==> src/rtl/cdb_pkg.sv <==
// Shared constants and helpers for the CDB writeback arbiter and its pickers.
// Producer indices are fixed: ALU, load/store buffer, branch unit.
package cdb_pkg;

    localparam int DEF_Q_WIDTH = 5;
    localparam int DEF_N_SRC   = 3;

    localparam int SRC_ALU = 0;
    localparam int SRC_LSB = 1;
    localparam int SRC_BR  = 2;

    // Position of the offset-th candidate when scanning a ring of n requesters from start.
    function automatic int ring_index(input int start, input int offset, input int n);
        return (start + offset) % n;
    endfunction

endpackage

==> src/rtl/rr_pick.sv <==
// Combinational rotating-priority picker: scans req from start upward (mod N)
// and reports the first hit as a one-hot grant plus its index.
module rr_pick
    import cdb_pkg::*;
#(
    parameter int N = DEF_N_SRC,
    parameter int W = (N > 1) ? $clog2(N) : 1
) (
    input  logic [N-1:0] req,
    input  logic [W-1:0] start,
    output logic [N-1:0] grant,
    output logic [W-1:0] idx,
    output logic         found
);

    logic [W-1:0] cand;

    // Scan from the farthest candidate back to start so the nearest hit is written last.
    always_comb begin
        grant = '0;
        idx   = '0;
        found = 1'b0;
        cand  = '0;
        for (int k = N - 1; k >= 0; k--) begin
            cand = W'(ring_index(int'(start), k, N));
            if (req[cand]) begin
                grant       = '0;
                grant[cand] = 1'b1;
                idx         = cand;
                found       = 1'b1;
            end
        end
    end

endmodule

==> src/rtl/cdb_arbiter.sv <==
// Single-path CDB writeback arbiter: one holding buffer per producer, registered broadcast.
// Define CDB_ARB_FIXED_PRIO_EN for fixed lowest-index-first priority instead of round-robin.
module cdb_arbiter
    import cdb_pkg::*;
#(
    parameter int Q_WIDTH = DEF_Q_WIDTH,
    parameter int N_SRC   = DEF_N_SRC,
    localparam int SRC_W  = (N_SRC > 1) ? $clog2(N_SRC) : 1
) (
    input  logic                     clk_in,
    input  logic                     rst_in,
    input  logic                     rdy_in,
    input  logic                     clr_in,
    input  logic [N_SRC-1:0]         src_valid,
    output logic [N_SRC-1:0]         src_ready,
    input  logic [N_SRC*Q_WIDTH-1:0] src_rob_pos,
    input  logic [N_SRC*32-1:0]      src_value,
    output logic                     cdb_valid,
    output logic [Q_WIDTH-1:0]       cdb_rob_pos,
    output logic [31:0]              cdb_value,
    output logic [SRC_W-1:0]         cdb_src
);

    logic [N_SRC-1:0]   buf_valid;
    logic [Q_WIDTH-1:0] buf_pos [N_SRC];
    logic [31:0]        buf_val [N_SRC];

    logic [N_SRC-1:0]   grant;
    logic [N_SRC-1:0]   capture;
    logic [SRC_W-1:0]   win_idx;
    logic [SRC_W-1:0]   pick_start;
    logic               win_found;

`ifdef CDB_ARB_FIXED_PRIO_EN
    assign pick_start = '0;
`else
    logic [SRC_W-1:0] rr_ptr;
    assign pick_start = rr_ptr;
`endif

    rr_pick #(
        .N (N_SRC),
        .W (SRC_W)
    ) u_pick (
        .req   (buf_valid),
        .start (pick_start),
        .grant (grant),
        .idx   (win_idx),
        .found (win_found)
    );

    // Handshake: a result transfers on an edge where src_valid[i] and src_ready[i] are both high.
    // src_ready depends only on buffer state, grant and control inputs, never on src_valid.
    assign src_ready = {N_SRC{rdy_in & ~rst_in & ~clr_in}} & (~buf_valid | grant);
    assign capture   = src_valid & src_ready;

    // A capture into the buffer being granted on the same edge keeps the buffer full.
    always_ff @(posedge clk_in) begin
        if (rst_in) begin
            buf_valid <= '0;
            for (int i = 0; i < N_SRC; i++) begin
                buf_pos[i] <= '0;
                buf_val[i] <= '0;
            end
        end else if (clr_in) begin
            buf_valid <= '0;
        end else if (rdy_in) begin
            for (int i = 0; i < N_SRC; i++) begin
                if (capture[i]) begin
                    buf_valid[i] <= 1'b1;
                    buf_pos[i]   <= src_rob_pos[i*Q_WIDTH +: Q_WIDTH];
                    buf_val[i]   <= src_value[i*32 +: 32];
                end else if (grant[i]) begin
                    buf_valid[i] <= 1'b0;
                end
            end
        end
    end

    // Data outputs keep their last broadcast when no grant happens.
    always_ff @(posedge clk_in) begin
        if (rst_in) begin
            cdb_valid   <= 1'b0;
            cdb_rob_pos <= '0;
            cdb_value   <= '0;
            cdb_src     <= '0;
        end else if (clr_in) begin
            cdb_valid <= 1'b0;
        end else if (rdy_in) begin
            if (win_found) begin
                cdb_valid   <= 1'b1;
                cdb_rob_pos <= buf_pos[win_idx];
                cdb_value   <= buf_val[win_idx];
                cdb_src     <= win_idx;
            end else begin
                cdb_valid <= 1'b0;
            end
        end
    end

`ifndef CDB_ARB_FIXED_PRIO_EN
    // The pointer moves past the last winner and holds across flushes.
    always_ff @(posedge clk_in) begin
        if (rst_in) begin
            rr_ptr <= '0;
        end else if (!clr_in && rdy_in && win_found) begin
            rr_ptr <= (win_idx == SRC_W'(N_SRC - 1)) ? '0 : win_idx + 1'b1;
        end
    end
`endif

endmodule

==> config.mk <==
export PLATFORM = sky130hd
export DESIGN_NAME = cdb_arbiter
export DESIGN_NICKNAME = d
export VERILOG_FILES = /design/src/rtl/cdb_pkg.sv /design/src/rtl/rr_pick.sv /design/src/rtl/cdb_arbiter.sv
export SDC_FILE = /design/constraint.sdc
export NUM_CORES = 1
export LEC_CHECK = 0
export BUFFER_PORTS_ARGS = -buffer_cell sky130_fd_sc_hd__buf_4
export CAP_MARGIN = 20
export CORE_MARGIN = 1
export CORE_UTILIZATION = 27
export CTS_CLUSTER_DIAMETER = 30
export DETAILED_ROUTE_END_ITERATION = 10
export SKIP_CTS_REPAIR_TIMING = 1
export SYNTH_ARGS = -nofsm -noshare
export SYNTH_HDL_FRONTEND = slang
export SYNTH_SLANG_ARGS = --single-unit
==> constraint.sdc <==
create_clock -name clk_in -period 4.26 [get_ports clk_in]
set_clock_uncertainty 0.15 [all_clocks]
set_input_delay 0.426 -clock clk_in [delete_from_list [all_inputs] [get_ports clk_in]]
set_output_delay 0.426 -clock clk_in [all_outputs]
set_load 0.02 [all_outputs]
Word level (Yosys, flattened, before mapping)
Memory sizes are Yosys's and may differ from the RTL's. A register that Yosys moved wholly into a read port is not among the register bits.
Cells that the tools add are included.
{ "classes": {"n_addsub": 3, "div": 3, "mux": 52, "eq_ne": 1, "reduce_logical": 14, "bitwise_logic": 14, "order_cmp": 6} }
{ "op_table": {"columns": ["op", "n"], "rows": [
  ["$mux W32", 3],
  ["$mod A32 B3 Y32 const B", 2],
  ["$mux W1", 33],
  ["$mod A3 B3 Y32 const B", 1],
  ["$mux W5", 3],
  ["$lt A2 B3 Y1 const B", 3],
  ["$mux W3", 3],
  ["$mux W2", 4],
  ["$and A3 B3 Y3", 2],
  ["$bmux W1 S2", 3],
  ["$demux W1 S2", 3],
  ["$ge A2 B1 Y1 const B", 3],
  ["$or A1 B1 Y1", 6],
  ["$reduce_and A2 Y1", 3],
  ["$reduce_bool A2 Y1", 3],
  ["$logic_and A1 B1 Y1", 5],
  ["$add A2 B1 Y3 const B", 1],
  ["$add A2 B2 Y3 const B", 1],
  ["$not A3 Y3", 1],
  ["$or A3 B3 Y3", 1],
  ["$reduce_and A3 Y1", 1],
  ["$add A2 B1 Y2 const B", 1],
  ["$and A1 B1 Y1", 2],
  ["$eq A2 B2 Y1 const B", 1],
  ["3 further kinds", 4]
]} }
{ "word_totals": {"regBits": 8, "word_cells": 101, "mem_count": 2, "mem_bits_rw": 111, "inputBits": 118, "out_inout_bits": 43} }
{ "memory_table": {"columns": ["name", "depth", "width", "read_ports", "rd_ports_with_merged_regs", "wr", "line", "text"], "rows": [
  ["buf_val", 3, 32, 1, 1, 3, "cdb_arbiter.sv:26", "logic [31:0] buf_val [N_SRC];"],
  ["buf_pos", 3, 5, 1, 1, 3, "cdb_arbiter.sv:25", "logic [Q_WIDTH-1:0] buf_pos [N_SRC];"]
]} }

Depth between registers and ports, before layout
Gate-level depths: netlist of the first run.
{ "logic_depth": {"depth_word": 18, "depth_mapped": 11} }

By module
From an unflattened synthesis of the first run, not the netlist that was laid out.
{ "unflattened": {"hier_cells": 660, "hier_area_um2": 7038.0} }
{ "modules_own_cells": {"columns": ["module", "area_each_um2", "cells_per_inst", "seq_area_each_um2", "instances"], "rows": [
  ["cdb_arbiter", 6688.9, 613, 4234.1, 1],
  ["rr_pick", 349.1, 47, 0.0, 1]
]} }

Least setup slack after synthesis of the first run
No wires, ideal clock.
{ "synth_path": {"path_type": "flip-flop to flip-flop", "startpoint": "reg rr_ptr[1] (netlist: pick_start[1])", "endpoint": "mem buf_pos[1][0] (netlist name) (enable)", "stages_incl_launch_ff": 9, "arrival_time_ns": 2.795, "setup_time_ns": 0.400, "t_required_ns": 3.710, "path_slack_ns": 0.915, "path_buffers": 1, "synth_period_minus_slack_ns": 3.345, "cell_sequence": "dfxtp_1 -> inv_1 -> ha_1 -> mux2_1 -> or4b_1 -> a31oi_1 -> nand3_1 -> buf_4 -> nand2b_1"} }
{ "synth_lines": {"columns": ["item", "line", "text"], "rows": [
  ["start, declared", "cdb_arbiter.sv:37", "logic [SRC_W-1:0] rr_ptr;"],
  ["start signal, assigned", "cdb_arbiter.sv:107", "rr_ptr <= (win_idx == SRC_W'(N_SRC - 1)) ? '0 : win_idx + 1'b1;"],
  ["end, declared", "cdb_arbiter.sv:25", null]
]} }

==> results of run 1 <==
[through the flow]
stage | setup slack (ns) | instances | instance area (um2) | util, % | power (uW)
after global routing | 0.391 | 1222 | 9630 | 34.8 | 3810
final | 0.747 | 1222 | 9630 | 34.8 | 3670
after global placement | 0.871 | 1190 | 9060 | 32.7 | 2200
after CTS | 0.738 | 1222 | 9630 | 34.8 | 3710
after floorplan | 0.915 | 717 | 7600 | - | 2010
after detailed placement | 0.755 | 1190 | 9060 | 32.7 | 2210
[report_power, final]
group / leakage, uW / total [uW] / switching [uW] / internal (uW)
sequential: 0.00150 / 1760 / 34.5 / 1720
combinational: 0.00204 / 413 / 237 / 176
clock: 0.000275 / 1500 / 663 / 836
total: 0.00382 / 3670 / 935 / 2740
[how the worst min path moves through the flow]
stage / start / end / slack, ns / cells past startpoint
2_1_floorplan: pick_start[1]$_SDFFE_PP0P_ / pick_start[1]$_SDFFE_PP0P_ / 0.34 / 2
3_5_place_dp: cdb_src[1]$_SDFFE_PP0P_ / cdb_src[1]$_SDFFE_PP0P_ / 0.32 / 2
4_1_cts: clr_in / cdb_valid$_SDFFE_PP0P_ / 0.06 / 2
3_3_place_gp: cdb_src[1]$_SDFFE_PP0P_ / cdb_src[1]$_SDFFE_PP0P_ / 0.32 / 2
5_1_grt: src_valid[2] / buf_valid[2]$_SDFFE_PP0P_ / 0.07 / 2
6_report: clr_in / cdb_valid$_SDFFE_PP0P_ / 0.08 / 2
[cell families after synthesis]
logic type,Yosys count
multiplexers,3
adder cells (fa/ha/maj),4
flip-flops,156
buffers and inverters,196
AND/OR/NAND/NOR,92
AO/OA/AOI/OAI,266
[cell usage after synthesis, drive strengths merged, types with 4 or more instances]
cell	n	area, um2
inv	118	443
a31oi	114	838
edfxtp	111	3330
buf	52	345
a21oi	45	225
dfxtp	45	901
nand3	44	220
a22oi	37	278
a311oi	37	324
clkbuf	26	97.6
o21ai	12	60.1
nor2b	10	62.6
nor2	9	36.3
nand2	8	30.0
nand2b	7	43.8
ha	4	50.1
[placed cells by master (no fill, tap or decap), types with 2 or more instances in the layout]
| master | count |
|---|---|
| sky130_fd_sc_hd__dfxtp_1 | 45 |
| sky130_fd_sc_hd__nand3_1 | 43 |
| sky130_fd_sc_hd__inv_6 | 5 |
| sky130_fd_sc_hd__clkinv_2 | 2 |
| sky130_fd_sc_hd__nor2b_1 | 9 |
| sky130_fd_sc_hd__nand2b_1 | 4 |
| sky130_fd_sc_hd__o21ai_0 | 12 |
| sky130_fd_sc_hd__buf_4 | 168 |
| sky130_fd_sc_hd__inv_8 | 2 |
| sky130_fd_sc_hd__a21oi_1 | 44 |
| sky130_fd_sc_hd__a31oi_1 | 94 |
| sky130_fd_sc_hd__nand2_1 | 7 |
| sky130_fd_sc_hd__a31oi_2 | 20 |
| sky130_fd_sc_hd__mux2i_1 | 2 |
| sky130_fd_sc_hd__and2_1 | 2 |
| sky130_fd_sc_hd__clkinvlp_4 | 3 |
| sky130_fd_sc_hd__buf_12 | 5 |
| sky130_fd_sc_hd__ha_1 | 4 |
| sky130_fd_sc_hd__nand2b_2 | 3 |
| sky130_fd_sc_hd__a311oi_1 | 37 |
| sky130_fd_sc_hd__inv_1 | 117 |
| sky130_fd_sc_hd__edfxtp_1 | 111 |
| sky130_fd_sc_hd__a22oi_1 | 37 |
| sky130_fd_sc_hd__clkbuf_16 | 17 |
| sky130_fd_sc_hd__nor3_1 | 2 |
| sky130_fd_sc_hd__nor2_1 | 8 |
| sky130_fd_sc_hd__o211ai_1 | 3 |
[sequential cells by signal (all words and copies together), names as in the netlist]
register     flops
pick_start       2
cdb_rob_pos      5
buf_pos         15
buf_valid        3
buf_val         96
cdb_valid        1
cdb_value       32
cdb_src          2
[per-layer routing]
layer | track usage [%] | vias to the layer above | part of all wire [%]
met5 | 0 | - | 0
met4 | 4.94 | 0 | 1.3
met3 | 3.29 | 21 | 5.4
met2 | 25.2 | 223 | 48
met1 | 20.5 | 2982 | 45
li1 | - | 2902 | -
[layout make-up]
type | count | area share [%]
timing repair buffer | 173 | 14.1
clock inverter | 13 | 1.34
clock buffer | 19 | 4.60
multi-input combinational | 365 | 26.5
tap | 378 | 4.91
sequential | 156 | 43.9
inverter | 118 | 4.60
[worst register-to-register path: cells and delay by family (launching register included)]
family,cells,cell delay [ns]
buffers and inverters,3,1.23
AOI/OAI and AO/OA,3,0.67
and+or+nand+nor,2,0.32
DFF,1,0.34
adders and majority gates,1,0.53
==> results.txt, run 1 <==
----------------------------------------------------
[Status]
  Result of the run ... finished, final reports clean

[Floorplan]
  Overall die width ... 170 um
  Initial core utilization ... 27.4%
  Total number of placement rows ... 61
  Area enclosed by the die boundary ... 0.0288 mm2
  Height of the die ... 170 um
  Std-Cell Core Area ... between 0.02 and 0.03 mm2
  Ports ... 161

[Cells and area]
  Syn-to-layout area delta ... 26.8%
  Area of combinational cells with multiple inputs ... 0.00255 mm2
  Filler Cell Count ... 2798
  Area occupied by registers ... 0.00423 mm2
  Final Net Count ... between 900 and 1000
  Fraction of final layout cells with drive strength greater than 1 ... 28.2%
  Inserted Diodes ... 0

[Clock network]
  CTS tree ... built
  H-tree level count ... 4
  Number of buffers inserted during clock tree synthesis ... 17
  Clock root buffer ... sky130_fd_sc_hd__clkbuf_16
  TritonCTS sink count ... 156
  Clock-pin slew on the worst setup and hold paths ... roughly 0.060 ns
  Insertion delay to the later sink of the worst-skew pair ... around 0.42 ns
  Clock Path Buffers ... 2

[Synth]
  Compound-Gate Fraction of Synth Area ... about a quarter
  Share of synthesized cell area in full adder, half adder and majority cells ... 0.659%
  Share of synthesized area occupied by flip-flops and latches ... 55.7%
  Number of unique standard cell types used by synthesis ... 51
  Async S/R FF share, synth ... 0%
  Share of synthesized cell area in and, or, nand and nor gates ... 6.49%
  Number of nets in the synthesized netlist ... approximately 840
  Number of enable-type register cells in the synthesized netlist ... 111
  Parity-gate share of the synthesized area counting xor and xnor cells ... 0%
  Mux contribution to synthesized area ... less than 1%
  Warning count from the yosys run ... 0
  Post-synthesis area per instance ... 10.6 um2
  Mapped cell area ... between 0.007 and 0.008 mm2
  Number of register bits inferred by synthesis ... around 160
  Most used DFF post-synth ... sky130_fd_sc_hd__edfxtp_1
  Post-synthesis cell count ... between 700 and 800
  Combinational family with the most area after synthesis ... compound AO/OA/AOI/OAI gates

[Job]
  Number of violations of the max-capacitance limit ... 0

[Worst setup path]
  Required arrival time at the worst endpoint ... 4.23 ns
  Crit-path leading delay family ... buffers and inverters
  FF-to-FF Start ... pick_start[0]$_SDFFE_PP0P_
  Startpoint kind of the worst setup timing path ... register
  Library cell contributing the largest single delay on the critical path ... sky130_fd_sc_hd__buf_4
  Worst reg2reg path depth ... 9
  Cell chain of the critical path ... inv_1 > ha_1 > nand3b_1 > a211oi_1 > a31oi_1 > nand3_4 > buf_4 > buf_4 > a31oi_1
  Capture point of the critical path ... buf_val[2][24]$_SDFFCE_PN0P_
  Worst endpoint data arrival time ... ~3.5 ns
  CP max FO ... 61
  Path type of the worst setup path ... register to register
  Setup crit start ... pick_start[0]$_SDFFE_PP0P_
  Depth of the critical timing path with buffers and inverters included ... 9
  Worst Path Buf+Inv ... 3
  Endpoint type of the worst setup path ... register
  Highest cell delay on the worst timing path ... around 0.68 ns
  Register-to-register setup slack ... 0.75 ns
  Reg-to-reg critical path endpoint ... buf_val[2][24]$_SDFFCE_PN0P_

[Drt]
  DRC violation count after routing ... 0
  Drt via density ... 5.01
  Number of antenna-violating nets in the routed design ... 0
  DR vias ... about 6100
  Total Wirelength ... 22400 um
  Drt pass-1 iters ... 4
  Avg WL per Cell ... 18.4 um
  Initial detailed-routing violation count ... 444

[GRT]
  Largest net degree at the start of global routing ... about 110
  Wire length of the first global-routing pass ... 34200 um
  Number of antenna violations at the first check in global routing ... 0
  Global routing usage summed across all routing layers ... 15.5%
  Vias in the first global route ... 6079
  GRT Residual Overflow ... 0

[Power]
  Power density of the placed cells ... around 380 mW/mm2
  Worst ir drop on vdd ... 233 uV
  Standby leakage power ... ~0.0038 uW

[Timing]
  Fin crit share ... 82.5%
  Period minus WS final ... roughly 3.5 ns
  Setup tns final ... 0 ns
  Worst slew pin tran ... between 1 and 1.5 ns
  Hold Fails Final Rpt ... 0
  Final Setup Violations ... 0
  Remaining max-slew budget at the tightest pin ... 24.3%
  Number of pins with negative max-slew slack in the final report ... 0
  Worst hold slack ... ~0.083 ns
  Setup repair after global routing missed its margin ... no
  Highest clock rate ... 285 MHz

[Placement]
  Last weighted congestion value of the routability-driven placer ... 0.827
  Quantity of I/O buffers inserted on ports ... 160
  Post-DP HPWL ... 13800 um

[Worst hold path]
  Hold crit path type ... primary input to register

----------------------------------------------------
Note: power is estimated with default switching activity, not from simulation.
==> inputs of run 2 (changes only) <==
clock period = 3.11 ns   (was 4.26 ns; I/O delays follow)
==> run 2 against run 1 <==
Critical path depth shrank 2. Highest routed layer unchanged. Clock power up 37%. Largest power group unchanged. Design area up 2.0%.
==> results.txt, run 2 (synthesis results as in run 1) <==
----------------------------------------------------
[Status]
  Result of the run ... finished, final reports clean

[Timing]
  Worst slew pin tran ... 0.722 ns (-0.412 ns)
  Number of pins with negative max-slew slack in the final report ... 0 (unchanged)
  Final WS setup ... 0.144 ns (-0.603 ns)
  Hold Fails Final Rpt ... 0 (unchanged)
  Highest clock rate ... 337 MHz
  Period minus WS final ... 2.97 ns
  Setup tns final ... 0 ns (unchanged)
  Fin crit share ... between 90% and 100%
  Final Setup Violations ... 0 (unchanged)
  Setup repair after global routing missed its margin ... no
  Remaining max-slew budget at the tightest pin ... 51.8% (+28 points)

[Drt]
  Avg WL per Cell ... 17.9 um (-2.5%)
  DRC violation count after routing ... 0 (unchanged)
  Total Wirelength ... 22100 um (-1.7%)
  Drt pass-1 iters ... 4 (unchanged)
  Drt via density ... 4.92 (-1.9%)
  Number of antenna-violating nets in the routed design ... 0 (unchanged)
  DR vias ... 6060 (-1.1%)
  Initial detailed-routing violation count ... 359 (-19%)

[GRT]
  Global routing usage summed across all routing layers ... 15.2% (-0.28 points)
  Vias in the first global route ... 5947 (-2.2%)
  Largest net degree at the start of global routing ... 112 (unchanged)
  Number of antenna violations at the first check in global routing ... 0 (unchanged)
  GRT Residual Overflow ... 0 (unchanged)
  Wire length of the first global-routing pass ... 33400 um (-2.1%)

[Job]
  Number of violations of the max-capacitance limit ... 0 (unchanged)

[Cells and area]
  Post-layout instance count excluding filler cells ... 1232 (+0.82%)
  Inserted Diodes ... 0 (unchanged)
  Fraction of final layout cells with drive strength greater than 1 ... 29.0% (+0.84 points)
  Final Net Count ... 963 (+1.0%)
  Syn-to-layout area delta ... 29.3%
  Filler Cell Count ... 2775 (-0.82%)
  Flip-flop count of the largest register, all copies and words added ... 96 (unchanged)
  Largest registers in the final layout ... buf_val: 96 flops, cdb_value: 32 flops, buf_pos: 15 flops
  Area of combinational cells with multiple inputs ... 0.00258 mm2 (+1.1%)
  Area occupied by registers ... 0.00423 mm2 (unchanged)
  Register containing the most flip-flops in the final layout ... buf_val
  Most frequent standard cell in the layout excluding fill and tap cells ... sky130_fd_sc_hd__buf_4
  Commonest non-fill, non-tap cells in the layout ... sky130_fd_sc_hd__buf_4 (169), sky130_fd_sc_hd__inv_1 (117), sky130_fd_sc_hd__edfxtp_1 (111)

[Clock network]
  Clock Path Buffers ... 2 (unchanged)
  Number of buffers inserted during clock tree synthesis ... 17 (unchanged)
  CTS tree ... built
  Clock-pin slew on the worst setup and hold paths ... 0.07 ns (about the same)
  H-tree level count ... 4 (unchanged)
  Insertion delay to the later sink of the worst-skew pair ... 0.41 ns (about the same)
  Clock root buffer ... sky130_fd_sc_hd__clkbuf_16
  TritonCTS sink count ... 156 (unchanged)

[Worst setup path]
  Endpoint type of the worst setup path ... output pin
  Required arrival time at the worst endpoint ... 2.65 ns (-1.58 ns)
  Cell chain of the critical path ... inv_1 > ha_1 > mux2_1 > or4b_1 > a31oi_2 > and2_1 > buf_4
  Highest cell delay on the worst timing path ... 0.52 ns (-0.16 ns)
  Startpoint kind of the worst setup timing path ... register
  Path type of the worst setup path ... register to output pin
  Crit-path leading delay family ... simple AND/OR/NAND/NOR gates
  Worst Path Buf+Inv ... 2 (-1)
  Worst endpoint data arrival time ... 2.50 ns (-0.99 ns)
  Library cell contributing the largest single delay on the critical path ... sky130_fd_sc_hd__or4b_1
  CP max FO ... 4 (-93%)

[Placement]
  Quantity of I/O buffers inserted on ports ... 160 (unchanged)
  Worst Setup Slack post-DPL ... 0.118 ns (-0.637 ns)
  Last weighted congestion value of the routability-driven placer ... 0.850 (+2.8%)
  Post-DP HPWL ... 13700 um (-1.3%)
  Dpl cells ... 1197 (+0.59%)

[Floorplan]
  Ports ... 161 (unchanged)
  Area enclosed by the die boundary ... 0.0288 mm2 (unchanged)
  Height of the die ... 170 um (unchanged)
  Initial core utilization ... 27.4% (unchanged)
  Overall die width ... 170 um (unchanged)
  Total number of placement rows ... 61 (unchanged)
  Std-Cell Core Area ... 0.0277 mm2 (unchanged)

[Worst hold path]
  Hold crit path type ... primary input to register

[Power]
  Overall Power ... 5060 uW (+38%)
  Worst ir drop on vdd ... 297 uV (+27%)
  Standby leakage power ... 0.00390 uW (+2.1%)
  Power density of the placed cells ... 514 mW/mm2 (+35%)

----------------------------------------------------
## run 2: layout make-up
class                   count  share of cell area (%)
flip-flops and latches    156                    43.1
multi-input cells         366                    26.3
repair buffers            182                    15.4
well taps                 378                    4.81
inverters                 118                    4.51
clock buffers              17                    4.33
clock inverters            15                    1.66
## run 2: report_power, final
| group | internal (uW) | switching (uW) |
|---|---|---|
| Combinational | 256 | 328 |
| Sequential | 2360 | 47.6 |
| Clock | 1200 | 867 |
## run 2: through the flow
stage               hold slack (ns)  utilization (%)  instance area [um2]
floorplan                     0.251                -                 7600
global placement              0.321             33.2                 9190
detailed placement            0.322             33.2                 9190
CTS                         -0.0611             35.3                 9780
global route                0.00604             35.5                 9830
finish                       0.0162             35.5                 9830
## run 2: worst paths after layout
check | startpoint | endpoint | slack, ns | cells after the start
max | pick_start[1]$_SDFFE_PP0P_ | src_ready[1] | 0.14 | 7
min | src_valid[1] | buf_valid[1]$_SDFFE_PP0P_ | 0.02 | 3
max reg2reg | pick_start[0]$_SDFFE_PP0P_ | buf_pos[2][0]$_SDFFCE_PN0P_ | 0.22 | 10
min reg2reg | cdb_src[0]$_SDFFE_PP0P_ | cdb_src[0]$_SDFFE_PP0P_ | 0.33 | 2
## run 2: layer usage
layer  up-vias  part of all wire [%]  track usage [%]
li1       2927                     -                -
met1      2924                    43             19.4
met2       194                    50             26.4
met3        15                   5.1             3.01
met4         0                  0.91             3.64
met5         -                     0                0
## run 2: worst register-to-register path, delay by kind of cell (launching register included)
family / cells / cell delay [ns]
AO/OA/AOI/OAI: 4 / 0.77
buffers and inverters: 5 / 0.87
flip-flops: 1 / 0.38
adder cells (fa/ha/maj): 1 / 0.43
